--- src/rtl/regfile_context_engine_if.sv ---
// Bus bundle between the context engine, the register file and the
// save/restore streams. The engine owns the master side; the environment
// (register file plus stream partners) owns the slave side.
interface regfile_context_engine_if #(
    parameter int DATA_WIDTH = 32,
    parameter int ADDR_WIDTH = 5
);
    // Control and status
    logic                  SaveStart;
    logic                  RestoreStart;
    logic                  Busy;
    logic                  Done;

    // Register file read port
    logic [ADDR_WIDTH-1:0] ReadRegister;
    logic [DATA_WIDTH-1:0] ReadData;

    // Register file write port
    logic [ADDR_WIDTH-1:0] WriteRegister;
    logic [DATA_WIDTH-1:0] WriteData;
    logic                  RegWrite;

    // Save stream (engine -> consumer)
    logic [DATA_WIDTH-1:0] OutData;
    logic                  OutValid;
    logic                  OutReady;

    // Restore stream (producer -> engine)
    logic [DATA_WIDTH-1:0] InData;
    logic                  InValid;
    logic                  InReady;

    modport master (
        input  SaveStart, RestoreStart, ReadData, OutReady, InData, InValid,
        output Busy, Done, ReadRegister, WriteRegister, WriteData, RegWrite,
               OutData, OutValid, InReady
    );

    modport slave (
        output SaveStart, RestoreStart, ReadData, OutReady, InData, InValid,
        input  Busy, Done, ReadRegister, WriteRegister, WriteData, RegWrite,
               OutData, OutValid, InReady
    );
endinterface

--- src/rtl/regfile_context_engine.sv ---
// Register file context engine: streams registers FIRST_REG..LAST_REG out of
// the register file (save) or streams them back in (restore), one word per
// handshake. Outputs are decoded purely from the current state so that an
// asynchronous reset silences every output without waiting for a clock edge.
module regfile_context_engine #(
    parameter int DATA_WIDTH = 32,
    parameter int ADDR_WIDTH = 5,
    parameter int FIRST_REG  = 1,
    parameter int LAST_REG   = 31
) (
    input  logic                         Clk,
    input  logic                         Reset,
    regfile_context_engine_if.master     bus
);

    typedef enum logic [1:0] {
        ST_IDLE    = 2'd0,
        ST_SAVE    = 2'd1,
        ST_RESTORE = 2'd2,
        ST_DONE    = 2'd3
    } state_t;

    localparam logic [ADDR_WIDTH-1:0] FIRST_IDX = ADDR_WIDTH'(FIRST_REG);
    localparam logic [ADDR_WIDTH-1:0] LAST_IDX  = ADDR_WIDTH'(LAST_REG);

    state_t                state_q, state_d;
    logic [ADDR_WIDTH-1:0] idx_q, idx_d;

    // Decoded outputs, collected here before being placed on the bus
    logic                  busy_c;
    logic                  done_c;
    logic [ADDR_WIDTH-1:0] read_register_c;
    logic [ADDR_WIDTH-1:0] write_register_c;
    logic [DATA_WIDTH-1:0] write_data_c;
    logic                  reg_write_c;
    logic [DATA_WIDTH-1:0] out_data_c;
    logic                  out_valid_c;
    logic                  in_ready_c;

    // State and index registers; reset aborts any transfer immediately
    always_ff @(posedge Clk or posedge Reset) begin
        if (Reset) begin
            state_q <= ST_IDLE;
            idx_q   <= FIRST_IDX;
        end else begin
            state_q <= state_d;
            idx_q   <= idx_d;
        end
    end

    // Next state and index: advance on each handshake, finish after LAST_REG
    always_comb begin
        state_d = state_q;
        idx_d   = idx_q;
        case (state_q)
            ST_IDLE: begin
                idx_d = FIRST_IDX;
                // Save has priority when both requests arrive together
                if (bus.SaveStart) begin
                    state_d = ST_SAVE;
                end else if (bus.RestoreStart) begin
                    state_d = ST_RESTORE;
                end
            end
            ST_SAVE: begin
                // OutValid is always high here, so OutReady alone is the handshake
                if (bus.OutReady) begin
                    if (idx_q == LAST_IDX) begin
                        state_d = ST_DONE;
                    end else begin
                        idx_d = idx_q + 1'b1;
                    end
                end
            end
            ST_RESTORE: begin
                // InReady is always high here, so InValid alone is the handshake
                if (bus.InValid) begin
                    if (idx_q == LAST_IDX) begin
                        state_d = ST_DONE;
                    end else begin
                        idx_d = idx_q + 1'b1;
                    end
                end
            end
            ST_DONE: begin
                idx_d   = FIRST_IDX;
                state_d = ST_IDLE;
            end
            default: begin
                idx_d   = FIRST_IDX;
                state_d = ST_IDLE;
            end
        endcase
    end

    // Output decode from state; everything is zero outside its owning state
    always_comb begin
        busy_c           = 1'b0;
        done_c           = 1'b0;
        read_register_c  = '0;
        write_register_c = '0;
        write_data_c     = '0;
        reg_write_c      = 1'b0;
        out_data_c       = '0;
        out_valid_c      = 1'b0;
        in_ready_c       = 1'b0;
        case (state_q)
            ST_SAVE: begin
                busy_c          = 1'b1;
                read_register_c = idx_q;
                out_data_c      = bus.ReadData;
                out_valid_c     = 1'b1;
            end
            ST_RESTORE: begin
                busy_c           = 1'b1;
                in_ready_c       = 1'b1;
                reg_write_c      = bus.InValid;
                write_register_c = idx_q;
                write_data_c     = bus.InData;
            end
            ST_DONE: begin
                done_c = 1'b1;
            end
            default: begin
            end
        endcase
    end

    assign bus.Busy          = busy_c;
    assign bus.Done          = done_c;
    assign bus.ReadRegister  = read_register_c;
    assign bus.WriteRegister = write_register_c;
    assign bus.WriteData     = write_data_c;
    assign bus.RegWrite      = reg_write_c;
    assign bus.OutData       = out_data_c;
    assign bus.OutValid      = out_valid_c;
    assign bus.InReady       = in_ready_c;

endmodule

--- src/flat_wrapper.sv ---
// flat-port wrapper written by rule: the top's interface ports become plain ports
module regfile_context_engine_flat 
#(
    parameter int DATA_WIDTH = 32,
    parameter int ADDR_WIDTH = 5,
    parameter int FIRST_REG  = 1,
    parameter int LAST_REG   = 31
)
  (Clk, Reset, bus_SaveStart, bus_RestoreStart, bus_ReadData, bus_OutReady, bus_InData, bus_InValid, bus_Busy, bus_Done, bus_ReadRegister, bus_WriteRegister, bus_WriteData, bus_RegWrite, bus_OutData, bus_OutValid, bus_InReady);
  regfile_context_engine_if #(.DATA_WIDTH(DATA_WIDTH), .ADDR_WIDTH(ADDR_WIDTH)) bus_i ();
  input  logic Clk;
  input  logic Reset;
  input wire logic [$bits(bus_i.SaveStart)-1:0] bus_SaveStart;
  input wire logic [$bits(bus_i.RestoreStart)-1:0] bus_RestoreStart;
  input wire logic [$bits(bus_i.ReadData)-1:0] bus_ReadData;
  input wire logic [$bits(bus_i.OutReady)-1:0] bus_OutReady;
  input wire logic [$bits(bus_i.InData)-1:0] bus_InData;
  input wire logic [$bits(bus_i.InValid)-1:0] bus_InValid;
  output wire logic [$bits(bus_i.Busy)-1:0] bus_Busy;
  output wire logic [$bits(bus_i.Done)-1:0] bus_Done;
  output wire logic [$bits(bus_i.ReadRegister)-1:0] bus_ReadRegister;
  output wire logic [$bits(bus_i.WriteRegister)-1:0] bus_WriteRegister;
  output wire logic [$bits(bus_i.WriteData)-1:0] bus_WriteData;
  output wire logic [$bits(bus_i.RegWrite)-1:0] bus_RegWrite;
  output wire logic [$bits(bus_i.OutData)-1:0] bus_OutData;
  output wire logic [$bits(bus_i.OutValid)-1:0] bus_OutValid;
  output wire logic [$bits(bus_i.InReady)-1:0] bus_InReady;
  assign bus_i.SaveStart = bus_SaveStart;
  assign bus_i.RestoreStart = bus_RestoreStart;
  assign bus_i.ReadData = bus_ReadData;
  assign bus_i.OutReady = bus_OutReady;
  assign bus_i.InData = bus_InData;
  assign bus_i.InValid = bus_InValid;
  assign bus_Busy = bus_i.Busy;
  assign bus_Done = bus_i.Done;
  assign bus_ReadRegister = bus_i.ReadRegister;
  assign bus_WriteRegister = bus_i.WriteRegister;
  assign bus_WriteData = bus_i.WriteData;
  assign bus_RegWrite = bus_i.RegWrite;
  assign bus_OutData = bus_i.OutData;
  assign bus_OutValid = bus_i.OutValid;
  assign bus_InReady = bus_i.InReady;
  regfile_context_engine #(.DATA_WIDTH(DATA_WIDTH), .ADDR_WIDTH(ADDR_WIDTH), .FIRST_REG(FIRST_REG), .LAST_REG(LAST_REG)) u_core (.Clk(Clk), .Reset(Reset), .bus(bus_i));
endmodule
--- config.mk ---
export PLATFORM = sky130hd
export DESIGN_NAME = regfile_context_engine_flat
export DESIGN_NICKNAME = d
export VERILOG_FILES = /design/src/rtl/regfile_context_engine_if.sv /design/src/rtl/regfile_context_engine.sv /design/src/flat_wrapper.sv
export SDC_FILE = /design/constraint.sdc
export NUM_CORES = 1
export LEC_CHECK = 0
export CORE_MARGIN = 2
export CORE_UTILIZATION = 24
export DETAILED_ROUTE_END_ITERATION = 10
export PLACE_DENSITY = 0.79
export REMOVE_ABC_BUFFERS = 1
export SLEW_MARGIN = 20
export SYNTH_ARGS = -nofsm -noshare
export SYNTH_HDL_FRONTEND = slang
export SYNTH_SLANG_ARGS = --single-unit
--- constraint.sdc ---
create_clock -name Clk -period 2.4 [get_ports Clk]
set_clock_uncertainty 0.2 [all_clocks]
set_input_delay 0.48 -clock Clk [delete_from_list [all_inputs] [get_ports Clk]]
set_output_delay 0.48 -clock Clk [all_outputs]
set_load 0.05 [all_outputs]
== Word-level counts from Yosys, hierarchy flattened ==
Cells that the tools add are included.

* Register bits: 7
* Bits of input ports: 70
* Output and inout bits: 79

* $add $sub $neg: 1
* Eq/ne operators: 7
* Multiplexer cells: 19
* Reductions and logical operators: 5

{| class="wikitable"
|+ Operators with widths
! cell !! count
|-
| 2-to-1 mux 32 bit || 2
|-
| 2-to-1 mux 5 bit || 5
|-
| one-hot mux 5 bit (3 select lines) || 1
|-
| 2-to-1 mux 2 bit || 5
|-
| one-hot mux 2 bit (4 select lines) || 1
|-
| adder 5 x 1 -> 5 bit (second input constant) || 1
|-
| equality test 5 bit (second input constant) || 1
|-
| 2-to-1 mux 1 bit || 5
|-
| equality test 2 bit (second input constant) || 2
|-
| inequality test 2 bit (second input constant) || 2
|-
| OR reduction 2 bit || 2
|-
| inequality test 3 bit (second input constant) || 1
|-
| AND reduction 3 bit || 1
|-
| equality test 2 x 1 -> 1 bit (second input constant) || 1
|-
| logical NOT 2 bit || 1
|-
| AND reduction 2 bit || 1
|}

== Depth between registers and ports, before layout ==
Gate-level depths: netlist of the first run.

* Depth after elaboration: 4
* Depth in mapped cells: 6
* Gate-level depth less buffers: 6

== Worst setup path after synthesis of the first run ==
No wires, ideal clock.

* Path kind: register to output
* Start point: register u_core.state_q[0]
* End point: output bus_WriteData[11]
* Arrival: 1911 ps
* Data required time: 1720 ps
* Slack: -191 ps
* Cell stages (with the launch flop): 6
* Buffers on the path: 2
* Path through: dfrtp_1 > inv_1 > ha_1 > clkbuf_1 > clkbuf_1 > and2_1

* Cells in the longest elaborated chain, start to end: 2

{| class="wikitable"
|+ Ends and longest elaborated chain
! element !! RTL line !! text
|-
| from (decl) || regfile_context_engine.sv:26 || <nowiki>state_t state_q, state_d;</nowiki>
|-
| from (signal assigned) || regfile_context_engine.sv:46 || <nowiki>state_q <= state_d;</nowiki>
|-
| equality test 2 bit || regfile_context_engine.sv:107 || <nowiki>case (state_q)</nowiki>
|-
| 2-to-1 mux 32 bit || regfile_context_engine.sv:107 ||
|-
| to (decl) || flat_wrapper.sv:23 || <nowiki>output wire logic [$bits(bus_i.WriteData)-1:0] bus_WriteData;</nowiki>
|}

No other way between the ends.

== Worst setup path in the final report of the first run ==
* Start point: register u_core.state_q[0]
* End point: output bus_WriteData[19]

Same word-level chain as after synthesis.

==> results.json, run 1 <==
{
  "unrepaired_setup_endpoints_after_global_routing": "false",
  "number_of_pins_exceeding_their_max_slew_limit_in_the_final_report": 0,
  "pre_cts_ws_ns": 0.202,
  "grt_overflow": 0,
  "buffer_ports.inserted": 148,
  "drive_gt1_share_pct": 33.6,
  "post-route-worst-setup-slack_ns": 0.148,
  "synthesis.instances": 131,
  "finalSetupViolCount": 0,
  "drc": 0,
  "wl_per_cell_um": 18.0,
  "route.vias.total": 1520,
  "path_buf_inv": 3,
  "antenna_violations_before_repair": 0,
  "grt_pass1_wl_mm": 9.00,
  "synth_seq_area_share_pct": 17.2,
  "cts_tree": "yes",
  "timing.critical_path.from": "u_core.state_q[0]",
  "globalplace.congestion": 0.926,
  "drt_first_iter_violations": 51,
  "tritoncts_num_sinks": 7,
  "clock.fmax_mhz": 444,
  "design_power_total_mw": 4.48,
  "yosys.cell_types.count": 30,
  "post_drt_via_cell_ratio": 4.65,
  "dp_hpwl_mm": 5.18,
  "highest_delay_cell_along_the_critical_path": "dfrtp_1",
  "timing.critical_path.slowest_cell_delay_ns": 0.40,
  "cpLargestDelayFamily": "buffers and inverters",
  "synth_seq_cells": 7,
  "detailedRoute.firstPassIterationCount": 6,
  "cts-hold-fix-buffers": 0,
  "clk_latency_ns": 0.23,
  "final_common_cell": "buf_12",
  "worst_slew_pin_slew_ns": 0.458,
  "total_standard_cell_area_after_synthesis_sq_um": 1030,
  "clock_tree.buffer_depth": 2,
  "antennaDiodeCount": 0,
  "max_cap_violations": 0,
  "floorplan.initialDensity_pct": 25.3,
  "final-hold-violation-count": 0,
  "layout.cells.most_common_list": "buf_12 (79), and2_1 (75), clkdlybuf4s50_1 (69)",
  "critPathLaunchType": "flop",
  "coreArea_sq_um": 4060,
  "io_pins": 149,
  "h-tree-depth": 1,
  "antenna_violating_nets_post_route": 0,
  "pwr_per_cell_area_nw_per_um2": 1320,
  "slew_headroom_pct": 69.4,
  "p_leak_nw": 1.43,
  "tritoncts.num_buffers": 3,
  "crit_required_ns": 1.72,
  "cp_max_fo": 25,
  "final.min_clock_period_ns": 2.25,
  "syn2layout_area_growth_pct": 230,
  "peakVddDrop_mv": 1.01,
  "crit_path_cell_trace": "inv_1 -> ha_1 -> buf_4 -> and2_1 -> buf_12",
  "period_utilization_pct": 93.8,
  "critical_path.endpoint_type": "output pin",
  "critical_path.reg2reg.startpoint": "u_core.idx_q[0]",
  "outcome": "completed",
  "min_path_type": "in2async",
  "rows": 23,
  "grt_max_degree": 41,
  "fp.dieArea_sq_um": 4820,
  "finalWirelength_mm": 5.89,
  "critPathKind": "reg2out",
  "grt_usage_pct": 23.9,
  "die-height_um": 69.4,
  "cp_data_arrival_time_ns": 1.57,
  "post_cts.repair.setup_buffers": 0,
  "avgSynthCellArea_sq_um": 7.84,
  "number_of_global_route_vias_before_repair": 1562,
  "cts.reportedPaths.clkPinSlew_ns": 0.04,
  "cts_resized": 0,
  "clk_root_buffer_cell": "clkbuf_8",
  "floorplan.die.width_um": 69.4,
  "yosysWarningCount": 0,
  "layout.nets": 354
}
flip-flops by register name, summed over array words and instances (netlist names):
signal          flops
u_core.idx_q        5
u_core.state_q      2
where the power goes:
part	leakage (nW)	total (mW)	internal, mW	switching (mW)
combinational	1.32	4.09	1.89	2.20
clock	0.0228	0.175	0.116	0.0594
sequential	0.0878	0.217	0.170	0.0471
total	1.43	4.48	2.17	2.31
kinds of logic after synthesis:
family                     share of synthesized area (%)
and+or+nand+nor                                     59.8
muxes                                               4.99
buffers and inverters                               4.87
adders and majority gates                           7.31
DFF                                                 17.2
AOI/OAI and AO/OA                                   5.85
synth_stat cells:
library cell  count  area [sq um]
and2_1           75           469
clkbuf_1          8          30.0
dfrtp_1           6           150
ha_1              6          75.1
inv_1             4          15.0
mux2i_1           4          40.0
nand2b_1          3          18.8
nand2_1           2          7.51
nor2b_4           2          27.5
a211o_1           1          8.76
a211oi_1          1          7.51
a21oi_1           1          5.00
a311oi_1          1          8.76
a31o_2            1          8.76
a31oi_1           1          6.26
a32o_1            1          10.0
and2b_2           1          8.76
and3_1            1          6.26
and3b_2           1          10.0
buf_2             1          5.00
dfstp_2           1          26.3
mux2_2            1          11.3
nand3_1           1          5.00
nand4b_1          1          8.76
nor3_1            1          5.00
nor3b_1           1          7.51
nor4_4            1          21.3
nor4b_1           1          8.76
o21ai_0           1          5.00
or4b_1            1          10.0
per-stage QoR:
step           cell area (sq um)  setup TNS [ns]  std cells  hold slack (ns)  util (%)
3_5_place_dp                3350               0        323            0.343      82.5
3_3_place_gp                3350               0        323            0.308      82.5
6_report                    3390               0        327            0.289      83.7
5_1_grt                     3390               0        327            0.329      83.7
2_1_floorplan                992          -12.17        122           0.0827         -
4_1_cts                     3390               0        327            0.295      83.7
per-layer routing:
| layer | GRT usage [%] | part of all wire (%) | vias to the layer above |
|---|---|---|---|
| li1 | - | - | 713 |
| met1 | 26.4 | 36 | 705 |
| met2 | 45.0 | 56 | 86 |
| met3 | 5.38 | 6.0 | 16 |
| met4 | 7.19 | 2.6 | 0 |
| met5 | 0 | 0 | - |
area by class of cell:
cell class	count	area (sq um)
flip-flops and latches	7	176
fillers	198	663
inverters	4	15.0
repair buffers	151	2290
clock buffers	4	45.0
well taps	50	62.6
multi-input cells	111	801
final timing paths:
path	end	slack, ns	cells after the start
worst max-delay path	bus_WriteData[19]	0.15	5
worst min-delay path	u_core.idx_q[2]	0.29	2
worst max register to register	u_core.state_q[0]	0.18	6
worst min register to register	u_core.idx_q[3]	0.33	1
max in group asynchronous	u_core.idx_q[0]	1.43	2
min in group Clk	u_core.idx_q[3]	0.33	1
No activity file was read; power rests on OpenSTA's default activity.
==> run 2, diff against run 1 <==
PLACE_DENSITY = 0.82   (was 0.79)
==> run 2 against run 1 <==
Net effect: critical path depth stayed put; hold slack better by 0.019 ns; via count decreased by 4.0%; core utilization is 0.19 points higher; combinational power is essentially flat; clock power down 3%; non-clock buffer count shrank 1; critical endpoint unchanged; sequential power up 3%; worst setup slack lost 0.045 ns.
==> results.json, run 2 (synthesized netlist as in run 1, its figures left out) <==
{
  "layout.nets": 353,
  "wl_per_cell_um": 16.6,
  "fp.dieArea_sq_um": 4820,
  "drc": 0,
  "number_of_global_route_vias_before_repair": 1659,
  "cts-hold-fix-buffers": 0,
  "critPathMostFrequentCell": "buf_12",
  "crit_path_cell_trace": "inv_1 -> ha_2 -> buf_12 -> and2_1 -> buf_12",
  "power_switching_mw": 2.31,
  "buffer_ports.inserted": 148,
  "cts_resized": 0,
  "critical_path.endpoint_type": "output pin",
  "internal_power_mw": 2.19,
  "max_cap_violations": 0,
  "grt_pass1_wl_mm": 8.84,
  "finalSetupViolCount": 0,
  "cts_tree": "yes",
  "die-height_um": 69.4,
  "pre_cts_ws_ns": 0.247,
  "design_power_total_mw": 4.50,
  "cpLargestDelayFamily": "buffers and inverters",
  "highest_delay_cell_along_the_critical_path": "dfrtp_1",
  "post_layout_nonfiller_instances": 326,
  "pwr_per_cell_area_nw_per_um2": 1320,
  "dp_cells": 322,
  "layout.cells.most_common_list": "buf_12 (80), and2_1 (75), clkdlybuf4s50_1 (69)",
  "tritoncts.num_buffers": 3,
  "critPathKind": "reg2out",
  "clk_latency_ns": 0.23,
  "number_of_pins_exceeding_their_max_slew_limit_in_the_final_report": 0,
  "grt_usage_pct": 22.4,
  "p_leak_nw": 1.43,
  "dp_hpwl_mm": 4.54,
  "clk_root_buffer_cell": "clkbuf_8",
  "cp_data_arrival_time_ns": 1.62,
  "path_buf_inv": 3,
  "critPathLaunchType": "flop",
  "worstReg2RegEnd": "u_core.state_q[0]",
  "final.min_clock_period_ns": 2.30,
  "post_cts.repair.setup_buffers": 0,
  "clock_tree.buffer_depth": 2,
  "setup-tns-final_ns": 0,
  "tritoncts_num_sinks": 7,
  "largest_register_ff_count": 5,
  "setup.reg_to_reg.worst_slack_ns": 0.20,
  "critical_path.reg2reg.startpoint": "u_core.idx_q[0]",
  "outcome": "completed",
  "unrepaired_setup_endpoints_after_global_routing": "false",
  "grt_overflow": 0,
  "biggest_register": "u_core.idx_q",
  "floorplan.initialDensity_pct": 25.3,
  "antenna_violating_nets_post_route": 0,
  "netSwitchingFraction_pct": 51.3,
  "io_pins": 149,
  "clock.fmax_mhz": 435,
  "power.clock.fraction_pct": 3.8,
  "final-hold-violation-count": 0,
  "slew_headroom_pct": 67.7,
  "grt_max_degree": 41,
  "drive_gt1_share_pct": 33.7,
  "syn2layout_area_growth_pct": 231,
  "crit_required_ns": 1.72,
  "post-route-worst-setup-slack_ns": 0.103,
  "worst_slew_pin_slew_ns": 0.484,
  "finalWirelength_mm": 5.40,
  "drt_first_iter_violations": 56,
  "period_utilization_pct": 95.7,
  "timing.reg2reg.worst_path_depth": 6,
  "route.vias.total": 1459,
  "antenna_violations_before_repair": 0,
  "seq_power_share_pct": 5.0,
  "cts.reportedPaths.clkPinSlew_ns": 0.04,
  "largest_registers": "u_core.idx_q: 5 flops, u_core.state_q: 2 flops",
  "final_common_cell": "buf_12",
  "timing.critical_path.slowest_cell_delay_ns": 0.39,
  "globalplace.congestion": 0.928,
  "combinationalPowerShare_pct": 91.3,
  "min_path_type": "in2async",
  "floorplan.die.width_um": 69.4,
  "peakVddDrop_mv": 1.16,
  "detailedRoute.firstPassIterationCount": 4,
  "coreArea_sq_um": 4060,
  "cp_max_fo": 35,
  "post_drt_via_cell_ratio": 4.48,
  "antennaDiodeCount": 0,
  "rows": 23,
  "h-tree-depth": 1
}
## run 2: power by group through the flow
stage	Sequential (mW)	Clock, mW	Combinational (mW)
after global placement	0.213	0	4.05
after floorplan	0.203	0	2.05
after detailed placement	0.222	0	4.09
after CTS	0.222	0.172	4.12
final	0.224	0.169	4.11
after global routing	0.230	0.178	4.24
## run 2: routing by layer
layer	track usage (%)	routed length, um
met5	0	0
met4	6.10	151
met3	2.91	200
met2	45.2	3180
met1	23.7	1860
## run 2: area by class of cell
class | instances | area [sq um]
Clock buffer | 4 | 45.0
Fill cell | 222 | 656
Tap cell | 50 | 62.6
Multi-Input combinational cell | 111 | 803
Timing Repair Buffer | 150 | 2300
Inverter | 4 | 15.0
Sequential cell | 7 | 176
## run 2: how the worst max path moves through the flow
stage	endpoint	depth (start not counted)	startpoint	slack, ns
global route	bus_WriteData[19]	5	u_core.state_q[0]	0.04
CTS	bus_WriteData[19]	5	u_core.state_q[0]	0.04
finish	bus_WriteData[19]	5	u_core.state_q[0]	0.10
global placement	u_core.idx_q[3]	6	u_core.idx_q[1]	0.34
detailed placement	u_core.state_q[0]	6	u_core.idx_q[0]	0.25
floorplan	bus_RegWrite	3	u_core.state_q[0]	-0.17
## run 2: metrics by stage
| stage | hold slack (ns) | util [%] | cell area, sq um |
|---|---|---|---|
| detailed placement | 0.372 | 82.7 | 3350 |
| global route | 0.334 | 83.8 | 3400 |
| CTS | 0.319 | 83.8 | 3400 |
| global placement | 0.333 | 82.7 | 3350 |
| finish | 0.308 | 83.8 | 3400 |
| floorplan | 0.0827 | - | 992 |
